`src/rtl/convert_real_pkg.sv`:
```
`default_nettype none
// ============================================================================
// Module      : convert_real_pkg
// Description : Elaboration-time helpers for the fixed-point real converter:
//               shift amount, intermediate width, rounding constant and the
//               signed range limits of the output width.
// Revision    : 1.0 - initial release
// ============================================================================
package convert_real_pkg;

    // Positive result = left shift, negative result = right shift.
    function automatic int lshift(input int in_exp, input int out_exp);
        return in_exp - out_exp;
    endfunction

    // Width that holds the shifted value without loss, plus a guard bit so
    // overflow against the output range stays observable.
    function automatic int iw(input int in_w, input int out_w, input int ls);
        int a;
        a = in_w + ((ls > 0) ? ls : 0);
        return ((a > out_w) ? a : out_w) + 1;
    endfunction

    // Half an output LSB, added before a right shift (round half toward +inf).
    function automatic longint round_const(input int ls);
        return (ls < 0) ? (longint'(1) << (-ls - 1)) : longint'(0);
    endfunction

    function automatic longint sat_max(input int w);
        return (longint'(1) << (w - 1)) - 1;
    endfunction

    function automatic longint sat_min(input int w);
        return -(longint'(1) << (w - 1));
    endfunction

endpackage : convert_real_pkg
`default_nettype wire

```
`src/rtl/convert_real_lane.sv`:
```
`default_nettype none
// ============================================================================
// Module      : convert_real_lane
// Description : One channel of the converter datapath.
//               S1 : sign-extend, shift (with rounding on right shifts).
//               S2 : narrow to OUT_WIDTH; with CONVERT_REAL_SAT_EN defined the
//                    value saturates and a sticky overflow bit is kept,
//                    otherwise the MSBs are dropped and o_ovf is 0.
// Ports       : clk, rst        - clock / async active-high reset
//               i_adv1, i_adv2  - stage load enables from shared control
//               i_s1_valid      - S1 holds a real beat (qualifies overflow)
//               i_din           - signed input mantissa
//               o_dout          - signed converted mantissa
//               o_ovf           - sticky overflow flag
// Revision    : 1.0 - initial release
// ============================================================================
module convert_real_lane
    import convert_real_pkg::*;
#(
    parameter int IN_WIDTH     = 16,
    parameter int IN_EXPONENT  = -8,
    parameter int OUT_WIDTH    = 16,
    parameter int OUT_EXPONENT = -8
) (
    input  logic                 clk,
    input  logic                 rst,
    input  logic                 i_adv1,
    input  logic                 i_adv2,
    input  logic                 i_s1_valid,
    input  logic [IN_WIDTH-1:0]  i_din,
    output logic [OUT_WIDTH-1:0] o_dout,
    output logic                 o_ovf
);

    localparam int c_LSH = lshift(IN_EXPONENT, OUT_EXPONENT);
    localparam int c_IW  = iw(IN_WIDTH, OUT_WIDTH, c_LSH);
    localparam int c_RSH = (c_LSH < 0) ? -c_LSH : 0;

    logic signed [c_IW-1:0]  w_scaled;
    logic signed [c_IW-1:0]  r_s1;
    logic [OUT_WIDTH-1:0]    w_narrow;
    logic [OUT_WIDTH-1:0]    r_out;

    // ------------------------------------------------------------------
    // Shift / round
    // ------------------------------------------------------------------
    if (c_LSH >= 0) begin : g_left
        logic signed [c_IW-1:0] w_ext;
        assign w_ext    = {{(c_IW-IN_WIDTH){i_din[IN_WIDTH-1]}}, i_din};
        assign w_scaled = w_ext <<< c_LSH;
    end else begin : g_right
        // The sum is widened by the shift distance so the rounding constant
        // always fits, even when the shift exceeds the input width.
        localparam int c_AW = c_IW + c_RSH;
        localparam logic signed [c_AW-1:0] c_RC = c_AW'(round_const(c_LSH));
        logic signed [c_AW-1:0] w_ext;
        logic signed [c_AW-1:0] w_sum;
        assign w_ext    = {{(c_AW-IN_WIDTH){i_din[IN_WIDTH-1]}}, i_din};
        assign w_sum    = w_ext + c_RC;
        assign w_scaled = c_IW'(w_sum >>> c_RSH);
    end

    always_ff @(posedge clk or posedge rst) begin
        if (rst) begin
            r_s1 <= '0;
        end else if (i_adv1) begin
            r_s1 <= w_scaled;
        end
    end

    // ------------------------------------------------------------------
    // Narrow
    // ------------------------------------------------------------------
`ifdef CONVERT_REAL_SAT_EN
    localparam logic signed [c_IW-1:0] c_MAX_IW = c_IW'(sat_max(OUT_WIDTH));
    localparam logic signed [c_IW-1:0] c_MIN_IW = c_IW'(sat_min(OUT_WIDTH));

    logic w_hi;
    logic w_lo;
    logic r_ovf;

    assign w_hi = (r_s1 > c_MAX_IW);
    assign w_lo = (r_s1 < c_MIN_IW);

    always_comb begin
        w_narrow = OUT_WIDTH'(r_s1);
        if (w_hi) begin
            w_narrow = OUT_WIDTH'(c_MAX_IW);
        end else if (w_lo) begin
            w_narrow = OUT_WIDTH'(c_MIN_IW);
        end
    end

    // Only a real beat may raise the flag; bubbles also flow through S1.
    always_ff @(posedge clk or posedge rst) begin
        if (rst) begin
            r_ovf <= 1'b0;
        end else if (i_adv2 && i_s1_valid && (w_hi || w_lo)) begin
            r_ovf <= 1'b1;
        end
    end

    assign o_ovf = r_ovf;
`else
    logic w_unused_s1_valid;

    assign w_narrow          = OUT_WIDTH'(r_s1);
    assign o_ovf             = 1'b0;
    assign w_unused_s1_valid = i_s1_valid;
`endif

    always_ff @(posedge clk or posedge rst) begin
        if (rst) begin
            r_out <= '0;
        end else if (i_adv2) begin
            r_out <= w_narrow;
        end
    end

    assign o_dout = r_out;

endmodule : convert_real_lane
`default_nettype wire

```
`src/rtl/convert_real_pipe.sv`:
```
`default_nettype none
// ============================================================================
// Module      : convert_real_pipe
// Description : Two-stage registered multi-channel fixed-point re-scaler.
//               Converts N_CH signed mantissas from IN_WIDTH / IN_EXPONENT to
//               OUT_WIDTH / OUT_EXPONENT with round-half-up on right shifts.
//               Optional macro CONVERT_REAL_SAT_EN enables output saturation
//               and the sticky per-channel ovf flags.
// Ports       : clk, rst   - clock / async active-high reset
//               in_valid, in_ready, in   - input beat (channel 0 in LSBs)
//               out_valid, out_ready, out - output beat (channel 0 in LSBs)
//               ovf        - sticky per-channel overflow
// Revision    : 1.0 - initial release
// ============================================================================
module convert_real_pipe
    import convert_real_pkg::*;
#(
    parameter int N_CH         = 1,
    parameter int IN_WIDTH     = 16,
    parameter int IN_EXPONENT  = -8,
    parameter int OUT_WIDTH    = 16,
    parameter int OUT_EXPONENT = -8
) (
    input  logic                      clk,
    input  logic                      rst,
    input  logic                      in_valid,
    output logic                      in_ready,
    input  logic [N_CH*IN_WIDTH-1:0]  in,
    output logic                      out_valid,
    input  logic                      out_ready,
    output logic [N_CH*OUT_WIDTH-1:0] out,
    output logic [N_CH-1:0]           ovf
);

    logic r_s1_valid;
    logic r_s2_valid;
    logic w_adv1;
    logic w_adv2;

    // A stage may load when it is empty or its successor is moving; this
    // lets a full pipeline advance every cycle without a bubble.
    assign w_adv2    = !r_s2_valid || out_ready;
    assign w_adv1    = !r_s1_valid || w_adv2;
    assign in_ready  = w_adv1;
    assign out_valid = r_s2_valid;

    always_ff @(posedge clk or posedge rst) begin
        if (rst) begin
            r_s1_valid <= 1'b0;
            r_s2_valid <= 1'b0;
        end else begin
            if (w_adv1) begin
                r_s1_valid <= in_valid;
            end
            if (w_adv2) begin
                r_s2_valid <= r_s1_valid;
            end
        end
    end

    for (genvar g = 0; g < N_CH; g++) begin : g_lane
        convert_real_lane #(
            .IN_WIDTH     (IN_WIDTH),
            .IN_EXPONENT  (IN_EXPONENT),
            .OUT_WIDTH    (OUT_WIDTH),
            .OUT_EXPONENT (OUT_EXPONENT)
        ) u_lane (
            .clk        (clk),
            .rst        (rst),
            .i_adv1     (w_adv1),
            .i_adv2     (w_adv2),
            .i_s1_valid (r_s1_valid),
            .i_din      (in[g*IN_WIDTH +: IN_WIDTH]),
            .o_dout     (out[g*OUT_WIDTH +: OUT_WIDTH]),
            .o_ovf      (ovf[g])
        );
    end

endmodule : convert_real_pipe
`default_nettype wire

```
`config.mk`:
```
export PLATFORM = sky130hd
export DESIGN_NAME = convert_real_pipe
export DESIGN_NICKNAME = d
export VERILOG_FILES = /design/src/rtl/convert_real_pkg.sv /design/src/rtl/convert_real_lane.sv /design/src/rtl/convert_real_pipe.sv
export SDC_FILE = /design/constraint.sdc
export NUM_CORES = 1
export LEC_CHECK = 0
export ABC_AREA = 1
export BUFFER_PORTS_ARGS = -buffer_cell sky130_fd_sc_hd__clkbuf_2
export CORE_ASPECT_RATIO = 1.75
export CORE_MARGIN = 2
export CORE_UTILIZATION = 45
export DETAILED_ROUTE_END_ITERATION = 8
export GPL_ROUTABILITY_DRIVEN = 1
export PLACE_DENSITY = 0.73
export SLEW_MARGIN = 20
export SYNTH_ARGS = -nofsm -noshare
export SYNTH_HDL_FRONTEND = slang
export SYNTH_SLANG_ARGS = --single-unit
```
`constraint.sdc`:
```
create_clock -name clk -period 0.8 [get_ports clk]
set_input_delay 0.08 -clock clk [delete_from_list [all_inputs] [get_ports clk]]
set_output_delay 0.08 -clock clk [all_outputs]
set_load 0.05 [all_outputs]
```
==> flow_summary_export.csv, run 1 <==
group,metric,value,unit
status,status,"finished with violations",
status,failed_checks,"negative hold slack, negative setup slack",
job,cap_viol_max_count,0,
finish,final_common_cell,"nand2_1",
routing,drtIter0Drc,50,
min_path,min_path_type,"primary input to flip-flop",
sta,skew,4.29,ps
power,vdd_drop_max,1510,uV
critical_path,crit_path_end_kind,"flip-flop",
critical_path,cp_max_fo,5,
synth,syn_avg_cell_area,9.29,sq um
sta,post-route-period-util,145,%
grt,gr-usage-all-layers,24.3,%
power,power.total,5.07,mW
finish,fin_util,80.7,%
critical_path,rr_worst_depth,4,
routing,dr_total_vias,1410,
sta,setup_viol_count_final,52,
power,switchingPower,1.72,mW
sta,worst_hold_slack,-0.844,ps
place,dpl.cell_count,227,
sta,rsz0062_at_grt,"true",
critical_path,worstPathArrival,1330,ps
clocking,cts_max_level,2,
sta,fmax,0.863,GHz
finish,postLayoutCellArea,2390,sq um
die,start_util,47.4,%
die,die_width,46.2,um
finish,drive_gt1_share,42.0,%
synth,syn-instance-count,151,
power,switching_share,33.9,%
power,power_leakage,1.23,nW
die,core_region_area,2960,sq um
power,power.density,2120,nW/um^2
finish,finalNonFillerCells,268,
critical_path,reg2reg_from,"out_valid",
clocking,cts_root_buf,"clkbuf_8",
critical_path,crit_type,"flip-flop to flip-flop",
routing,wl,3980,um
synth,ys_ff_latch,34,
synth,ys_seq_area_share,60.7,%
finish,num_antenna_cells,0,
grt,grt_pass1_vias,1370,
critical_path,critPathRequiredTime,980,ps
sta,period_minus_slack,1160,ps
power,power_frac_comb,34.6,%
synth,syn_nets,171,
critical_path,crit_path_start,"out_valid",
finish,area_delta_synth_final,70.3,%
sta,finalMaxSlewViolations,0,
synth,mappedNetlistArea,1400,sq um
routing,drc_errors,0,
critical_path,regToRegSetupSlack,-360,ps
synth,ys.warnings.count,0,
finish,seq_area,852,sq um
place,hpwl,2170,um
sta,setup_slack,-358,ps
clocking,clock_latency,290,ps
clocking,cts_inserted_buffers,5,
routing,drtPass1Iterations,5,
die,fp-row-count,26,
synth,yosysUniqueCellTypes,12,
grt,antenna_found_initial,0,
min_path,whs_endpoint,"g_lane[0].u_lane.r_s1[4]",
clocking,path_clk_slew,60,ps
power,p_clk_share,23.7,%
place,dpl-instance-area,1660,sq um
routing,via_per_inst,5.26,
min_path,hold_path_depth,3,
place,place_congestion,0.763,
clocking,cts_max_path_buffers,2,
die,pin_count,39,
critical_path,startpoint_type,"flip-flop",
finish,multi_input_area,573,sq um
place,pre_cts_ws,-182,ps
clocking,cts.sinks,34,
grt,grt_overflow,0,
die,die_h,77.9,um
min_path,min_from,"in[4]",
finish,nNetsFinal,245,
power,seq_power_share,41.7,%
place,io_buffers,37,
grt,grt_max_degree,18,
routing,ant_nets,0,
clocking,cts_tree,"done",
die,dieArea,3600,sq um
sta,tns,-10720,ps
critical_path,r2r_end,"g_lane[0].u_lane.o_dout[0]",
routing,wire_per_inst,14.9,um
finish,mostFrequentLayoutCells,"nand2_1 (51), dfrtp_1 (33), clkbuf_2 (19)",
grt,grt_pass1_wl,6090,um
sta,final-hold-violation-count,1,
finish,n_fill_cell,175,
power,p_int,3.35,mW
[worst max path at each step]
stage                                 endpoint  slack (ps)  cells after the start
finish              g_lane[0].u_lane.o_dout[0]        -360                      4
global route        g_lane[0].u_lane.o_dout[0]        -380                      4
CTS                                  out_valid        -330                      2
detailed placement                   out_valid        -180                      2
global placement                     out_valid        -170                      2
floorplan            g_lane[0].u_lane.r_s1[12]        -380                      5
[synthesized netlist by cell type]
cell type / number / area share [%]
inv_2: 1 / 0.27
nand3_4: 1 / 1.2
nand2_4: 1 / 0.80
conb_1: 1 / 0.27
nand4_1: 16 / 7.1
buf_4: 4 / 2.1
buf_2: 7 / 2.5
inv_1: 3 / 0.80
nand3_1: 16 / 5.7
buf_6: 1 / 0.80
dfrtp_1: 34 / 61
nand2_1: 66 / 18
[cell type report]
| cell class | instances | area share, % |
|---|---|---|
| Sequential cell | 34 | 35.7 |
| Timing Repair Buffer | 77 | 34.0 |
| Multi-Input combinational cell | 103 | 24.0 |
| Clock buffer | 8 | 3.35 |
| Tap cell | 42 | 2.20 |
| Inverter | 4 | 0.786 |
[repair_timing]
action                                 in CTS  in global routing
resized for setup                          48                 38
buffers inserted                           12                  3
endpoints found under the hold margin      46                  1
gates cloned                                4                  0
hold buffers                               13                  1
setup endpoints to repair                  52                 69
pin swaps                                   1                  4
[critical path, stage by stage, from the launching register on]
cell	delay (ps)
dfrtp_2	460
buf_4	160
bufbuf_16	250
nand3_1	90
nand2_1	70
[state kept, by name, indices dropped and copies added (netlist names)]
name / flops
g_lane.u_lane.o_dout: 16
r_s1_valid: 1
g_lane.u_lane.r_s1: 16
out_valid: 1
[kinds of logic after synthesis]
logic type	Yosys count	share of synthesized area [%]
and+or+nand+nor	100	32.6
DFF	34	60.7
buffers and inverters	16	6.51
other	1	0.267
[layer usage]
metal | up-vias | wire length (um) | GRT usage [%]
met5 | - | 0 | 0
met1 | 683 | 1370 | 27.1
li1 | 643 | - | -
met3 | 11 | 244 | 6.28
met4 | 0 | 145 | 19.4
met2 | 73 | 2220 | 36.8
[power by group through the flow]
stage          Clock [mW]  Sequential (mW)  Combinational, mW
2_1_floorplan           0             2.49              0.400
3_3_place_gp            0             2.08               1.08
3_5_place_dp            0             2.09               1.10
4_1_cts              1.20             2.08               1.60
5_1_grt              1.29             2.13               1.85
6_report             1.20             2.11               1.75
Power figures use the tool's default switching activity.
==> inputs of run 2 (changes only) <==
--- a/config.mk
+++ b/config.mk
@@ -5,14 +5,13 @@
 export SDC_FILE = /design/constraint.sdc
 export NUM_CORES = 1
 export LEC_CHECK = 0
-export ABC_AREA = 1
 export BUFFER_PORTS_ARGS = -buffer_cell sky130_fd_sc_hd__clkbuf_2
 export CORE_ASPECT_RATIO = 1.75
 export CORE_MARGIN = 2
 export CORE_UTILIZATION = 45
 export DETAILED_ROUTE_END_ITERATION = 8
 export GPL_ROUTABILITY_DRIVEN = 1
-export PLACE_DENSITY = 0.73
+export PLACE_DENSITY = 0.74
 export SLEW_MARGIN = 20
 export SYNTH_ARGS = -nofsm -noshare
 export SYNTH_HDL_FRONTEND = slang
==> run 2 against run 1 <==
The flow finishes with violations (negative setup slack). Largest power group unchanged. Core utilization shrank 7.9 points. Sequential power barely moved. Maximum frequency shrank 0.75%. Die area fell by 4.0%. Combinational power shrank 2%. Power grew 0.97%.
==> flow_summary_export.csv, run 2 <==
group,metric,value,unit
status,status,"finished with violations",
status,failed_checks,"negative setup slack",
die,fp-row-count,26,
routing,drc_errors,0,
place,io_buffers,37,
die,die_h,76.3,um
critical_path,startpoint_type,"flip-flop",
die,die_width,45.3,um
sta,finalMaxSlewViolations,0,
critical_path,crit_path_end_kind,"flip-flop",
place,dpl.cell_count,141,
power,power_leakage,1.09,nW
clocking,cts_root_buf,"clkbuf_8",
finish,num_antenna_cells,0,
routing,wire_per_inst,16.8,um
synth,synthTopCellsByArea,"dfrtp_1 (63%), mux2_2 (19%), mux2_4 (10%)",
power,vdd_drop_max,1910,uV
place,place_congestion,0.638,
finish,n_fill_cell,180,
routing,ant_nets,0,
finish,finalNonFillerCells,166,
min_path,min_path_type,"primary input to flip-flop",
grt,grt_pass1_vias,926,
sta,setup_viol_count_final,52,
clocking,cts_tree,"done",
synth,post-synth-top-count-cell,"dfrtp_1",
synth,synth_area_leader_cell,"dfrtp_1",
routing,wl,2790,um
grt,grt_overflow,0,
synth,mappedNetlistArea,1340,sq um
power,power.total,5.12,mW
sta,period_minus_slack,1170,ps
synth,ys_seq_area_share,63.4,%
sta,skew,6.38,ps
synth,ys.warnings.count,0,
grt,grt_pass1_wl,4490,um
synth,ys_ff_latch,34,
grt,grt_max_degree,35,
die,core_region_area,2900,sq um
sta,final-hold-violation-count,0,
die,pin_count,39,
clocking,cts_max_level,2,
clocking,path_clk_slew,70,ps
die,start_util,46.4,%
routing,drtIter0Drc,9,
synth,async_reset_ff_share,100,%
critical_path,critPathRequiredTime,970,ps
clocking,cts.sinks,34,
sta,post-route-period-util,146,%
critical_path,crit_type,"flip-flop to flip-flop",
synth,yosysTopAreaCellShare,63.4,%
routing,via_per_inst,5.04,
synth,synth-edff-count,0,
place,hpwl,1550,um
sta,fmax,0.857,GHz
synth,synthFlopType,"dfrtp_1",
clocking,clock_latency,290,ps
grt,antenna_found_initial,0,
sta,rsz0062_at_grt,"true",
sta,setup_slack,-367,ps
sta,tns,-14010,ps
clocking,cts_inserted_buffers,5,
clocking,cts_max_path_buffers,2,
finish,final_common_cell,"dfrtp_1",
synth,syn_avg_cell_area,17.7,sq um
finish,drive_gt1_share,71.7,%
grt,gr-usage-all-layers,18.3,%
synth,yosysUniqueCellTypes,11,
job,cap_viol_max_count,0,
finish,mostFrequentLayoutCells,"dfrtp_1 (33), mux2_4 (32), buf_8 (20)",
critical_path,worstPathArrival,1330,ps
synth,syn-instance-count,76,
finish,nNetsFinal,157,
critical_path,cp_max_fo,5,
synth,syn_nets,96,
power,power.density,2430,nW/um^2
routing,dr_total_vias,836,
routing,drtPass1Iterations,4,
die,dieArea,3450,sq um
place,pre_cts_ws,-407,ps
finish,area_delta_synth_final,57.0,%
synth,synth_commonest_cells,"dfrtp_1 (34), mux2_2 (23), mux2_4 (9)",
[run 2: stage by stage]
step / hold WS, ps / cell area, sq um / util [%]
2_1_floorplan: 20.8 / 1360 / -
3_3_place_gp: 113 / 1560 / 53.9
3_5_place_dp: 121 / 1560 / 53.9
4_1_cts: 13.6 / 2070 / 71.3
5_1_grt: 15.5 / 2110 / 72.8
6_report: 23.0 / 2110 / 72.8
[run 2: worst paths after layout]
kind,startpoint,to,slack (ps),depth (start not counted)
setup / recovery,out_valid,g_lane[0].u_lane.r_s1[8],-370,3
hold / removal,in[9],g_lane[0].u_lane.r_s1[9],20,2
setup reg to reg,out_valid,g_lane[0].u_lane.r_s1[8],-370,3
hold reg to reg,g_lane[0].u_lane.r_s1[8],g_lane[0].u_lane.o_dout[8],510,1
max in group asynchronous,rst,out_valid,240,4
min in group asynchronous,rst,g_lane[0].u_lane.o_dout[6],380,4
[run 2: cells by family after synthesis]
logic type             share of synthesized area [%]
other                                          0.279
buffers and inverters                           4.01
flip-flops                                      63.4
AND/OR/NAND/NOR                                 2.98
multiplexers                                    29.4
[run 2: final cells by class]
cell class              instances  area [sq um]  share of cell area, %
inverters                       1          7.51                  0.356
repair buffers                 58           591                   28.0
multi-input cells              37           532                   25.2
clock buffers                   7          86.3                   4.09
clock inverters                 1          5.00                  0.237
well taps                      28          35.0                   1.66
flip-flops and latches         34           852                   40.4
[run 2: per-layer routing]
metal / track usage, % / up-vias / wire, um
met1: 22.3 / 420 / 1090
met4: 7.94 / 0 / 54
li1: - / 376 / -
met3: 6.40 / 5 / 186
met2: 28.4 / 35 / 1460
met5: 0 / - / 0
[run 2: where the power goes]
group / switching [mW] / internal [mW] / leakage (nW)
registers: 0.182 / 1.94 / 0.394
clock network: 0.593 / 0.693 / 0.0482
logic: 0.799 / 0.911 / 0.649
total: 1.57 / 3.54 / 1.09
[run 2: what timing repair did]
| action | in CTS | in global routing |
|---|---|---|
| resized for setup | 70 | 19 |
| buffers inserted | 13 | 3 |
| pin swaps | 1 | 0 |
| hold buffers | 2 | 0 |
| hold endpoints to repair | 35 | 0 |
| endpoints found under the setup margin | 52 | 52 |
[run 2: critical path, cell delays in order (launching register included)]
cell and delay (ps):
dfrtp_2 450, nand3b_4 140, buf_6 150, mux2_4 300
